**src/rtl/execute_pkg.sv**
```systemverilog
// Shared definitions for the execute stage: RV opcodes, funct7 classes,
// branch funct3 codes and the divider state encoding.
package execute_pkg;

    localparam logic [6:0] OPC_OP_IMM = 7'b0010011;
    localparam logic [6:0] OPC_OP     = 7'b0110011;
    localparam logic [6:0] OPC_LOAD   = 7'b0000011;
    localparam logic [6:0] OPC_STORE  = 7'b0100011;
    localparam logic [6:0] OPC_BRANCH = 7'b1100011;
    localparam logic [6:0] OPC_JAL    = 7'b1101111;
    localparam logic [6:0] OPC_JALR   = 7'b1100111;
    localparam logic [6:0] OPC_LUI    = 7'b0110111;
    localparam logic [6:0] OPC_AUIPC  = 7'b0010111;
    localparam logic [6:0] OPC_SYSTEM = 7'b1110011;

    localparam logic [6:0] FUNCT7_BASE   = 7'b0000000;
    localparam logic [6:0] FUNCT7_ALT    = 7'b0100000;
    localparam logic [6:0] FUNCT7_MULDIV = 7'b0000001;

    localparam logic [2:0] F3_BEQ  = 3'd0;
    localparam logic [2:0] F3_BNE  = 3'd1;
    localparam logic [2:0] F3_BLT  = 3'd4;
    localparam logic [2:0] F3_BGE  = 3'd5;
    localparam logic [2:0] F3_BLTU = 3'd6;
    localparam logic [2:0] F3_BGEU = 3'd7;

    typedef enum logic [1:0] {StIdle, StDiv, StFix} div_state_e;

endpackage

```
**src/rtl/div_iter.sv**
```systemverilog
// Iterative restoring radix-2 divider, one quotient bit per cycle.
// Ports: clk, reset_n (async active-low), flush (abort), start (load operands),
//   is_signed, ack (result taken in FIX), dividend, divisor,
//   busy (not idle), done (in FIX, result valid), quotient, remainder (sign-fixed).
module div_iter
    import execute_pkg::*;
#(
    parameter int unsigned XLEN = 32
) (
    input  logic            clk,
    input  logic            reset_n,
    input  logic            flush,
    input  logic            start,
    input  logic            is_signed,
    input  logic            ack,
    input  logic [XLEN-1:0] dividend,
    input  logic [XLEN-1:0] divisor,
    output logic            busy,
    output logic            done,
    output logic [XLEN-1:0] quotient,
    output logic [XLEN-1:0] remainder
);
    localparam int unsigned CNT_W = $clog2(XLEN);

    div_state_e       state_q, state_d;
    logic [CNT_W-1:0] cnt_q, cnt_d;
    logic [XLEN-1:0]  quo_q, quo_d, rem_q, rem_d, dvs_q, dvs_d;
    logic             neg_quo_q, neg_quo_d, neg_rem_q, neg_rem_d;
    logic [XLEN:0]    trial;
    logic             a_neg, b_neg;

    assign a_neg = is_signed && dividend[XLEN-1];
    assign b_neg = is_signed && divisor[XLEN-1];
    // Next dividend bit is shifted out of the quotient register's MSB.
    assign trial = {rem_q, quo_q[XLEN-1]} - {1'b0, dvs_q};

    always_comb begin
        state_d   = state_q;
        cnt_d     = cnt_q;
        quo_d     = quo_q;
        rem_d     = rem_q;
        dvs_d     = dvs_q;
        neg_quo_d = neg_quo_q;
        neg_rem_d = neg_rem_q;
        unique case (state_q)
            StIdle: begin
                if (start) begin
                    state_d   = StDiv;
                    cnt_d     = CNT_W'(XLEN - 1);
                    quo_d     = a_neg ? -dividend : dividend;
                    dvs_d     = b_neg ? -divisor : divisor;
                    rem_d     = '0;
                    neg_quo_d = a_neg ^ b_neg;
                    neg_rem_d = a_neg;
                end
            end
            StDiv: begin
                // Borrow out of trial means restore (keep shifted remainder).
                rem_d = trial[XLEN] ? {rem_q[XLEN-2:0], quo_q[XLEN-1]} : trial[XLEN-1:0];
                quo_d = {quo_q[XLEN-2:0], ~trial[XLEN]};
                cnt_d = cnt_q - 1'b1;
                if (cnt_q == '0) begin
                    state_d = StFix;
                    cnt_d   = '0;
                end
            end
            StFix: begin
                if (ack) state_d = StIdle;
            end
            default: state_d = StIdle;
        endcase
        if (flush) begin
            state_d = StIdle;
            cnt_d   = '0;
        end
    end

    always_ff @(posedge clk or negedge reset_n) begin
        if (!reset_n) begin
            state_q   <= StIdle;
            cnt_q     <= '0;
            quo_q     <= '0;
            rem_q     <= '0;
            dvs_q     <= '0;
            neg_quo_q <= 1'b0;
            neg_rem_q <= 1'b0;
        end else begin
            state_q   <= state_d;
            cnt_q     <= cnt_d;
            quo_q     <= quo_d;
            rem_q     <= rem_d;
            dvs_q     <= dvs_d;
            neg_quo_q <= neg_quo_d;
            neg_rem_q <= neg_rem_d;
        end
    end

    assign busy      = state_q != StIdle;
    assign done      = state_q == StFix;
    assign quotient  = neg_quo_q ? -quo_q : quo_q;
    assign remainder = neg_rem_q ? -rem_q : rem_q;

endmodule

```
**src/rtl/execute_mc.sv**
```systemverilog
// Handshaked execute stage: RV base ALU/branch/address ops plus M-extension.
// Macro EXECUTE_MC_DIV_EN builds the iterative divider; without it divide and
// remainder ops complete in one cycle flagged illegal.
// Ports: clk, reset_n (async active-low), flush (sync kill);
//   in_valid/in_ready + in_pc, in_opcode, in_funct3, in_funct7, in_imm, in_rs1,
//   in_rs2, in_tag; out_valid/out_ready + out_res, out_br_taken, out_tag, out_illegal.
module execute_mc
    import execute_pkg::*;
#(
    parameter int unsigned XLEN    = 32,
    parameter int unsigned TAG_W   = 5,
    parameter int unsigned SHAMT_W = $clog2(XLEN)
) (
    input  logic             clk,
    input  logic             reset_n,
    input  logic             flush,
    input  logic             in_valid,
    output logic             in_ready,
    input  logic [XLEN-1:0]  in_pc,
    input  logic [6:0]       in_opcode,
    input  logic [2:0]       in_funct3,
    input  logic [6:0]       in_funct7,
    input  logic [XLEN-1:0]  in_imm,
    input  logic [XLEN-1:0]  in_rs1,
    input  logic [XLEN-1:0]  in_rs2,
    input  logic [TAG_W-1:0] in_tag,
    output logic             out_valid,
    input  logic             out_ready,
    output logic [XLEN-1:0]  out_res,
    output logic             out_br_taken,
    output logic [TAG_W-1:0] out_tag,
    output logic             out_illegal
);
    logic              out_valid_q, out_valid_d, out_br_q, out_br_d, out_ill_q, out_ill_d;
    logic [XLEN-1:0]   out_res_q, out_res_d;
    logic [TAG_W-1:0]  out_tag_q, out_tag_d;
    logic              out_free, accept, div_busy, div_start;
    logic [XLEN-1:0]   c_res, op_b, add_ri, jalr_t;
    logic              c_br, c_ill, is_op, base_ill, mul_a_sgn, mul_b_sgn;
    logic [6:0]        shift_f7;
    logic [SHAMT_W-1:0] shamt;
    logic signed [XLEN-1:0] sra_s;
    logic [2*XLEN-1:0] mul_a, mul_b, prod;

    assign is_op  = in_opcode == OPC_OP;
    assign op_b   = is_op ? in_rs2 : in_imm;
    assign shamt  = op_b[SHAMT_W-1:0];
    assign sra_s  = $signed(in_rs1) >>> shamt;
    assign add_ri = in_rs1 + in_imm;
    assign jalr_t = {add_ri[XLEN-1:1], 1'b0};
    // On RV64 the shift immediate borrows funct7[0] as shamt[5].
    assign shift_f7 = (XLEN == 64) ? {in_funct7[6:1], 1'b0} : in_funct7;

    // Low 2*XLEN bits of the sign/zero-extended product are exact for all variants.
    assign mul_a_sgn = in_funct3[1:0] != 2'b11;
    assign mul_b_sgn = in_funct3[1:0] == 2'b01;
    assign mul_a = {{XLEN{mul_a_sgn & in_rs1[XLEN-1]}}, in_rs1};
    assign mul_b = {{XLEN{mul_b_sgn & in_rs2[XLEN-1]}}, in_rs2};
    assign prod  = mul_a * mul_b;

    assign base_ill = is_op ? !(in_funct7 == FUNCT7_BASE || (in_funct7 == FUNCT7_ALT &&
                                (in_funct3 == 3'd0 || in_funct3 == 3'd5)))
                            : ((in_funct3 == 3'd1 && shift_f7 != FUNCT7_BASE) ||
                               (in_funct3 == 3'd5 && shift_f7 != FUNCT7_BASE &&
                                shift_f7 != FUNCT7_ALT));

    always_comb begin
        c_res     = '0;
        c_br      = 1'b0;
        c_ill     = 1'b0;
        div_start = 1'b0;
        case (in_opcode)
            OPC_OP_IMM, OPC_OP: begin
                if (is_op && in_funct7 == FUNCT7_MULDIV) begin
                    if (!in_funct3[2]) begin
                        c_res = (in_funct3 == 3'd0) ? prod[XLEN-1:0] : prod[2*XLEN-1:XLEN];
                    end else begin
`ifdef EXECUTE_MC_DIV_EN
                        if (in_rs2 == '0) begin
                            c_res = in_funct3[1] ? in_rs1 : '1;
                        end else if (!in_funct3[0] && &in_rs2 &&
                                     in_rs1 == {1'b1, {(XLEN-1){1'b0}}}) begin
                            c_res = in_funct3[1] ? '0 : in_rs1;
                        end else begin
                            div_start = 1'b1;
                        end
`else
                        c_ill = 1'b1;
`endif
                    end
                end else if (base_ill) begin
                    c_ill = 1'b1;
                end else begin
                    unique case (in_funct3)
                        3'd0: c_res = (is_op && in_funct7[5]) ? in_rs1 - op_b : in_rs1 + op_b;
                        3'd1: c_res = in_rs1 << shamt;
                        3'd2: c_res = {{(XLEN-1){1'b0}}, $signed(in_rs1) < $signed(op_b)};
                        3'd3: c_res = {{(XLEN-1){1'b0}}, in_rs1 < op_b};
                        3'd4: c_res = in_rs1 ^ op_b;
                        3'd5: c_res = in_funct7[5] ? sra_s : in_rs1 >> shamt;
                        3'd6: c_res = in_rs1 | op_b;
                        3'd7: c_res = in_rs1 & op_b;
                        default: c_res = '0;
                    endcase
                end
            end
            OPC_BRANCH: begin
                c_res = in_pc + in_imm;
                case (in_funct3)
                    F3_BEQ:  c_br = in_rs1 == in_rs2;
                    F3_BNE:  c_br = in_rs1 != in_rs2;
                    F3_BLT:  c_br = $signed(in_rs1) < $signed(in_rs2);
                    F3_BGE:  c_br = $signed(in_rs1) >= $signed(in_rs2);
                    F3_BLTU: c_br = in_rs1 < in_rs2;
                    F3_BGEU: c_br = in_rs1 >= in_rs2;
                    default: c_ill = 1'b1;
                endcase
            end
            OPC_LOAD, OPC_STORE: c_res = add_ri;
            OPC_JAL: begin
                c_res = in_pc + in_imm;
                c_br  = 1'b1;
            end
            OPC_JALR: begin
                c_res = jalr_t;
                c_br  = 1'b1;
            end
            OPC_LUI:    c_res = in_imm;
            OPC_AUIPC:  c_res = in_pc + in_imm;
            OPC_SYSTEM: c_res = '0;
            default:    c_ill = 1'b1;
        endcase
        if (c_ill) begin
            c_res = '0;
            c_br  = 1'b0;
        end
    end

    assign out_free = !out_valid_q || out_ready;
    assign in_ready = !div_busy && out_free && !flush;
    assign accept   = in_valid && in_ready;

`ifdef EXECUTE_MC_DIV_EN
    logic             div_done, div_rem_q;
    logic [TAG_W-1:0] div_tag_q;
    logic [XLEN-1:0]  div_quo, div_rem;

    div_iter #(
        .XLEN(XLEN)
    ) u_div (
        .clk       (clk),
        .reset_n   (reset_n),
        .flush     (flush),
        .start     (accept && div_start),
        .is_signed (!in_funct3[0]),
        .ack       (out_free),
        .dividend  (in_rs1),
        .divisor   (in_rs2),
        .busy      (div_busy),
        .done      (div_done),
        .quotient  (div_quo),
        .remainder (div_rem)
    );

    always_ff @(posedge clk or negedge reset_n) begin
        if (!reset_n) begin
            div_tag_q <= '0;
            div_rem_q <= 1'b0;
        end else if (accept && div_start) begin
            div_tag_q <= in_tag;
            div_rem_q <= in_funct3[1];
        end
    end
`else
    assign div_busy = 1'b0;
`endif

    always_comb begin
        out_valid_d = out_valid_q && !out_ready;
        out_res_d   = out_res_q;
        out_br_d    = out_br_q;
        out_tag_d   = out_tag_q;
        out_ill_d   = out_ill_q;
        if (accept && !div_start) begin
            out_valid_d = 1'b1;
            out_res_d   = c_res;
            out_br_d    = c_br;
            out_tag_d   = in_tag;
            out_ill_d   = c_ill;
        end
`ifdef EXECUTE_MC_DIV_EN
        else if (div_done && out_free) begin
            out_valid_d = 1'b1;
            out_res_d   = div_rem_q ? div_rem : div_quo;
            out_br_d    = 1'b0;
            out_tag_d   = div_tag_q;
            out_ill_d   = 1'b0;
        end
`endif
        if (flush) out_valid_d = 1'b0;
    end

    always_ff @(posedge clk or negedge reset_n) begin
        if (!reset_n) begin
            out_valid_q <= 1'b0;
            out_res_q   <= '0;
            out_br_q    <= 1'b0;
            out_tag_q   <= '0;
            out_ill_q   <= 1'b0;
        end else begin
            out_valid_q <= out_valid_d;
            out_res_q   <= out_res_d;
            out_br_q    <= out_br_d;
            out_tag_q   <= out_tag_d;
            out_ill_q   <= out_ill_d;
        end
    end

    assign out_valid    = out_valid_q;
    assign out_res      = out_res_q;
    assign out_br_taken = out_br_q;
    assign out_tag      = out_tag_q;
    assign out_illegal  = out_ill_q;

endmodule
```
**config.mk**
```make
export PLATFORM = sky130hd
export DESIGN_NAME = execute_mc
export DESIGN_NICKNAME = d
export VERILOG_FILES = /design/src/rtl/execute_pkg.sv /design/src/rtl/div_iter.sv /design/src/rtl/execute_mc.sv
export SDC_FILE = /design/constraint.sdc
export NUM_CORES = 2
export LEC_CHECK = 0
export ABC_AREA = 1
export BUFFER_PORTS_ARGS = -buffer_cell sky130_fd_sc_hd__buf_2
export CAP_MARGIN = 20
export CORE_ASPECT_RATIO = 0.75
export CORE_MARGIN = 2
export CORE_UTILIZATION = 67
export DETAILED_ROUTE_END_ITERATION = 12
export GPL_TIMING_DRIVEN = 0
export PLACE_DENSITY = 0.85
export SLEW_MARGIN = 5
export SYNTH_ARGS = -nofsm -noshare
export SYNTH_HDL_FRONTEND = slang
export SYNTH_SLANG_ARGS = --single-unit
```
**constraint.sdc**
```tcl
create_clock -name clk -period 1.7 [get_ports clk]
set_clock_uncertainty 0.1 [all_clocks]
set_input_delay 0.255 -clock clk [delete_from_list [all_inputs] [get_ports clk]]
set_output_delay 0.255 -clock clk [all_outputs]
set_load 0.01 [all_outputs]
```
==> metrics.csv, run 1 <==
metric,value,unit
rows,91,
synthTopCellsByArea,"fa_1, nand2_1, inv_1",
avgSynthCellArea,6.98,µm²
grt_max_degree,41,
antenna_found_initial,47,
die_w,338,µm
outcome,aborted with a tool error,
portBuffers,194,
clkSinkCount,40,
synth_top_area_share,0.403,
start_util,0.680,
synth_top_area_cell,fa_1,
yosysUniqueCellTypes,58,
clk_path_buf_depth,2,
synth_area,0.0561,mm²
worst-endpoint-pin-kind,register data pin,
stop_error,[ERROR GRT-0232] Routing congestion too high. Check the congestion heatmap in the GUI.,
post-place-cells,9346,
overflow,11,
cts_buffers,5,
synth-warning-count,0,
cts_root_buffer,clkbuf_16,
synth-edff-count,0,
hold_buffers,0,
io_pins,196,
lastStage,5_1_grt,
gp_congestion,1.30,
dp_hpwl,224,mm
syn_nets,9758,
synthCells,8035,
crit_endpoint,out_res[13]$_DFFE_PN0P_/D,
synthFlopType,dfrtp_1,
chipHeight,255,µm
async_flop_share,1.00,
ys_ff_latch,40,
synth-seq-area-share,0.0178,
cts_max_level,2,
grt_usage,0.768,
stage by stage:
stage | area, µm² | utilization | setup WS, ns | hold slack [ns] | setup TNS [ns]
after CTS | 64000 | 0.775 | -6.12 | 0.0145 | -188.27
after global placement | 60200 | 0.729 | -7.59 | 0.306 | -232.43
after floorplan | 57800 | - | -5.34 | -0.141 | -164.71
after detailed placement | 60200 | 0.729 | -7.61 | 0.311 | -234.57
synth_stat cells (4+ instances only):
| library cell | number |
|---|---|
| a31oi_1 | 25 |
| nand2_1 | 2211 |
| fa_1 | 1129 |
| nand3_1 | 384 |
| clkinv_1 | 5 |
| clkbuf_1 | 292 |
| o22ai_1 | 11 |
| nand4_1 | 43 |
| inv_1 | 1978 |
| o21bai_1 | 22 |
| xor2_1 | 38 |
| inv_2 | 7 |
| a32o_1 | 5 |
| nor2_4 | 4 |
| nor3_1 | 39 |
| o21ai_1 | 27 |
| xnor2_1 | 18 |
| nand3b_1 | 5 |
| nor2_1 | 397 |
| ha_1 | 439 |
| o31ai_1 | 4 |
| o2111ai_1 | 5 |
| a211oi_1 | 20 |
| a21boi_0 | 6 |
| a221oi_1 | 8 |
| a21oi_1 | 354 |
| nor4_1 | 15 |
| dfrtp_1 | 40 |
| a21o_1 | 20 |
| and3_1 | 5 |
| buf_1 | 13 |
| o211ai_1 | 44 |
| buf_4 | 8 |
| o21ai_0 | 296 |
| o21a_1 | 19 |
| buf_2 | 40 |
| or2_2 | 23 |
routing by layer:
layer / global-route usage / GRT overflow
met3: 0.667 / 0
met4: 0.678 / 2
met5: 0.459 / 0
met1: 0.791 / 4
met2: 0.895 / 5
timing repair:
item | in CTS
buffers inserted | 111
endpoints found under the setup margin | 34
endpoints found under the hold margin | 0
pin swaps | 178
gates resized for setup | 764
cells by family after synthesis:
kind of cell,share of synthesized area
compound gates,0.0889
xor+xnor,0.00874
fa+ha+maj,0.501
buf+inv,0.159
flops,0.0178
simple gates,0.225
==> inputs of run 2 (changes only) <==
--- a/config.mk
+++ b/config.mk
@@ -8,12 +8,11 @@
 export ABC_AREA = 1
 export BUFFER_PORTS_ARGS = -buffer_cell sky130_fd_sc_hd__buf_2
 export CAP_MARGIN = 20
-export CORE_ASPECT_RATIO = 0.75
 export CORE_MARGIN = 2
-export CORE_UTILIZATION = 67
+export CORE_UTILIZATION = 40
 export DETAILED_ROUTE_END_ITERATION = 12
 export GPL_TIMING_DRIVEN = 0
-export PLACE_DENSITY = 0.85
+export PLACE_DENSITY_LB_ADDON = 0.15
 export SLEW_MARGIN = 5
 export SYNTH_ARGS = -nofsm -noshare
 export SYNTH_HDL_FRONTEND = slang
==> run 2 against run 1 <==
Effect of this change:
- the flow now finishes, with violations (hold timing, setup timing)
- synthesized cell count unchanged
- synthesized area did not move
==> metrics.csv, run 2 <==
metric,value,unit,change
outcome,"finished, violations left",,was aborted with a tool error
violations,"hold timing, setup timing",,
crit_type,input port to flop,,
cts_max_level,2,,unchanged
ys_top_cells_by_count,"nand2_1, inv_1, fa_1",,unchanged
rows,137,,was 91
cp_slowest_cell,fa_2,,
crit_top_cell,nand2_1,,
clk_path_buf_depth,2,,unchanged
portBuffers,194,,unchanged
max_clock_freq,127,MHz,
chipHeight,379,µm,was 255 µm
grt_usage,0.433,,
setup_viol,34,,
cts_buffers,5,,unchanged
layout_common_cells,"nand2_1, inv_1, fa_1, ha_1, nand3_1",,
holdWs,-0.00389,ns,
clk_latency,0.30,ns,
antenna_found_initial,6,,
worst_slew_pin_slew,1.34,ns,
syn_nets,9758,,unchanged
overflow,0,,
yosysMostFrequentCell,nand2_1,,unchanged
initialDrtViolationCount,5461,,
rsz0062_at_grt,yes,,
synthFlopType,dfrtp_1,,unchanged
max-cap-violations,0,,
dp_hpwl,261,mm,was 224 mm
grt_pass1_vias,58100,,
cts_root_buffer,clkbuf_16,,unchanged
final_common_cell,nand2_1,,
synth-warning-count,0,,unchanged
cp_max_fo,6,,
synth-seq-area-share,0.0178,,unchanged
largest_reg_flops,32,,
vias_per_cell,5.50,,
ant_nets,0,,
hold_class,input port to async pin,,
final_cell_area,0.0684,mm²,
period_share,4.64,,
drc,0,,
grt_max_degree,41,,
dpl_worst_slack,-8.70,ns,was -7.61 ns
area_delta_synth_final,21.8,%,
core,0.139,mm²,
drive_above_1_share,0.163,,
synth-edff-count,0,,unchanged
io_pins,196,,unchanged
clkSinkCount,40,,unchanged
clk_pin_slew,0.06,ns,
yosysUniqueCellTypes,58,,unchanged
placed_area,0.0613,mm²,was 0.0602 mm²
gp_congestion,1.07,,was 1.30
avgSynthCellArea,6.98,µm²,unchanged
routedWlPerCell,29.9,µm,
final_max_slew_viol_count,0,,
timing.final.ws_setup,-6.19,ns,
slew_headroom,0.105,,
n_fill_cell,14200,,
async_flop_share,1.00,,unchanged
synth_area,0.0561,mm²,unchanged
end_kind,flop,,
wirelength,310,mm,
cp.required,1.79,ns,
post-route-min-period,7.89,ns,
first_pass_iters,5,,
finalHoldViolCount,15,,
fin_nets,10200,,
synthCells,8035,,unchanged
vias,57100,,
synth_top_area_share,0.403,,unchanged
synthTopCellsByArea,"fa_1, nand2_1, inv_1",,unchanged
tritoncts,yes,,
die_area,0.143,mm²,
grt_pass1_wl,434,mm,
die_w,379,µm,was 338 µm
slowest_delay,0.68,ns,
setup_tns,-191.95,ns,
synth_top_area_cell,fa_1,,unchanged
critPathArrivalTime,7.98,ns,
worstSetupStartpointType,input port,,
ys_ff_latch,40,,unchanged
start_util,0.403,,was 0.680
[run 2: layer usage]
layer	GRT usage	vias to the layer above	wire [µm]
met5	0	-	17
met4	0.317	2	28800
met3	0.0772	764	25500
met2	0.682	2882	137000
met1	0.533	28600	118000
li1	-	24800	-
[run 2: final cells by class]
cell class,instances,area (µm²),share of cell area
timing repair buffer,450,3830,0.0560
clock inverter,3,46.3,0.000677
multi-input combinational,5649,49300,0.721
antenna,2,5.00,0.0000732
inverter,1990,7530,0.110
buffer,355,4180,0.0611
tap,1876,2350,0.0343
clock buffer,5,125,0.00183
sequential,40,1000,0.0146
[run 2: cell families after synthesis]
| kind of cell | after synthesis | share of synthesized area |
|---|---|---|
| AO/OA/AOI/OAI | 886 | 0.0889 |
| XOR/XNOR | 56 | 0.00874 |
| adder cells (fa/ha/maj) | 1568 | 0.501 |
| buffers and inverters | 2346 | 0.159 |
| flip-flops | 40 | 0.0178 |
| AND/OR/NAND/NOR | 3139 | 0.225 |
[run 2: final timing paths]
kind                              from          end  slack [ns]  depth (start not counted)
min                            reset_n  out_res[24]      -0.004                          1
min reg2reg                out_res[21]  out_res[21]        0.38                          2
max in group asynchronous      reset_n   out_tag[1]        0.93                          1
max                         in_rs1[31]  out_res[30]       -6.19                         37
min in group clk                 flush    out_valid        0.01                          2
max reg2reg                  out_valid  out_res[19]       -0.21                          8
[run 2: stage by stage]
| step | instances | utilization |
|---|---|---|
| 2_1_floorplan | 8035 | - |
| 3_3_place_gp | 10100 | 0.439 |
| 3_5_place_dp | 10100 | 0.440 |
| 4_1_cts | 10300 | 0.480 |
| 5_1_grt | 10400 | 0.491 |
| 6_report | 10400 | 0.491 |
[run 2: what timing repair did]
item,4_1_cts,5_1_grt
hold buffers,0,0
hold endpoints to repair,0,0
gates cloned,5,1
buffers inserted,166,73
pin swaps,193,161
gates resized for setup,1005,264
endpoints found under the setup margin,34,34
[run 2: worst max-delay path: cells and delay by family]
kind                     cells  cell delay [ns]
AND/OR/NAND/NOR             13             1.38
adder cells (fa/ha/maj)      9             4.48
buffers and inverters       11             1.21
AO/OA/AOI/OAI                4             0.64
Power of run 2 is not shown: default switching activity piles up to over one toggle a cycle in this logic, so the estimate is an artifact.
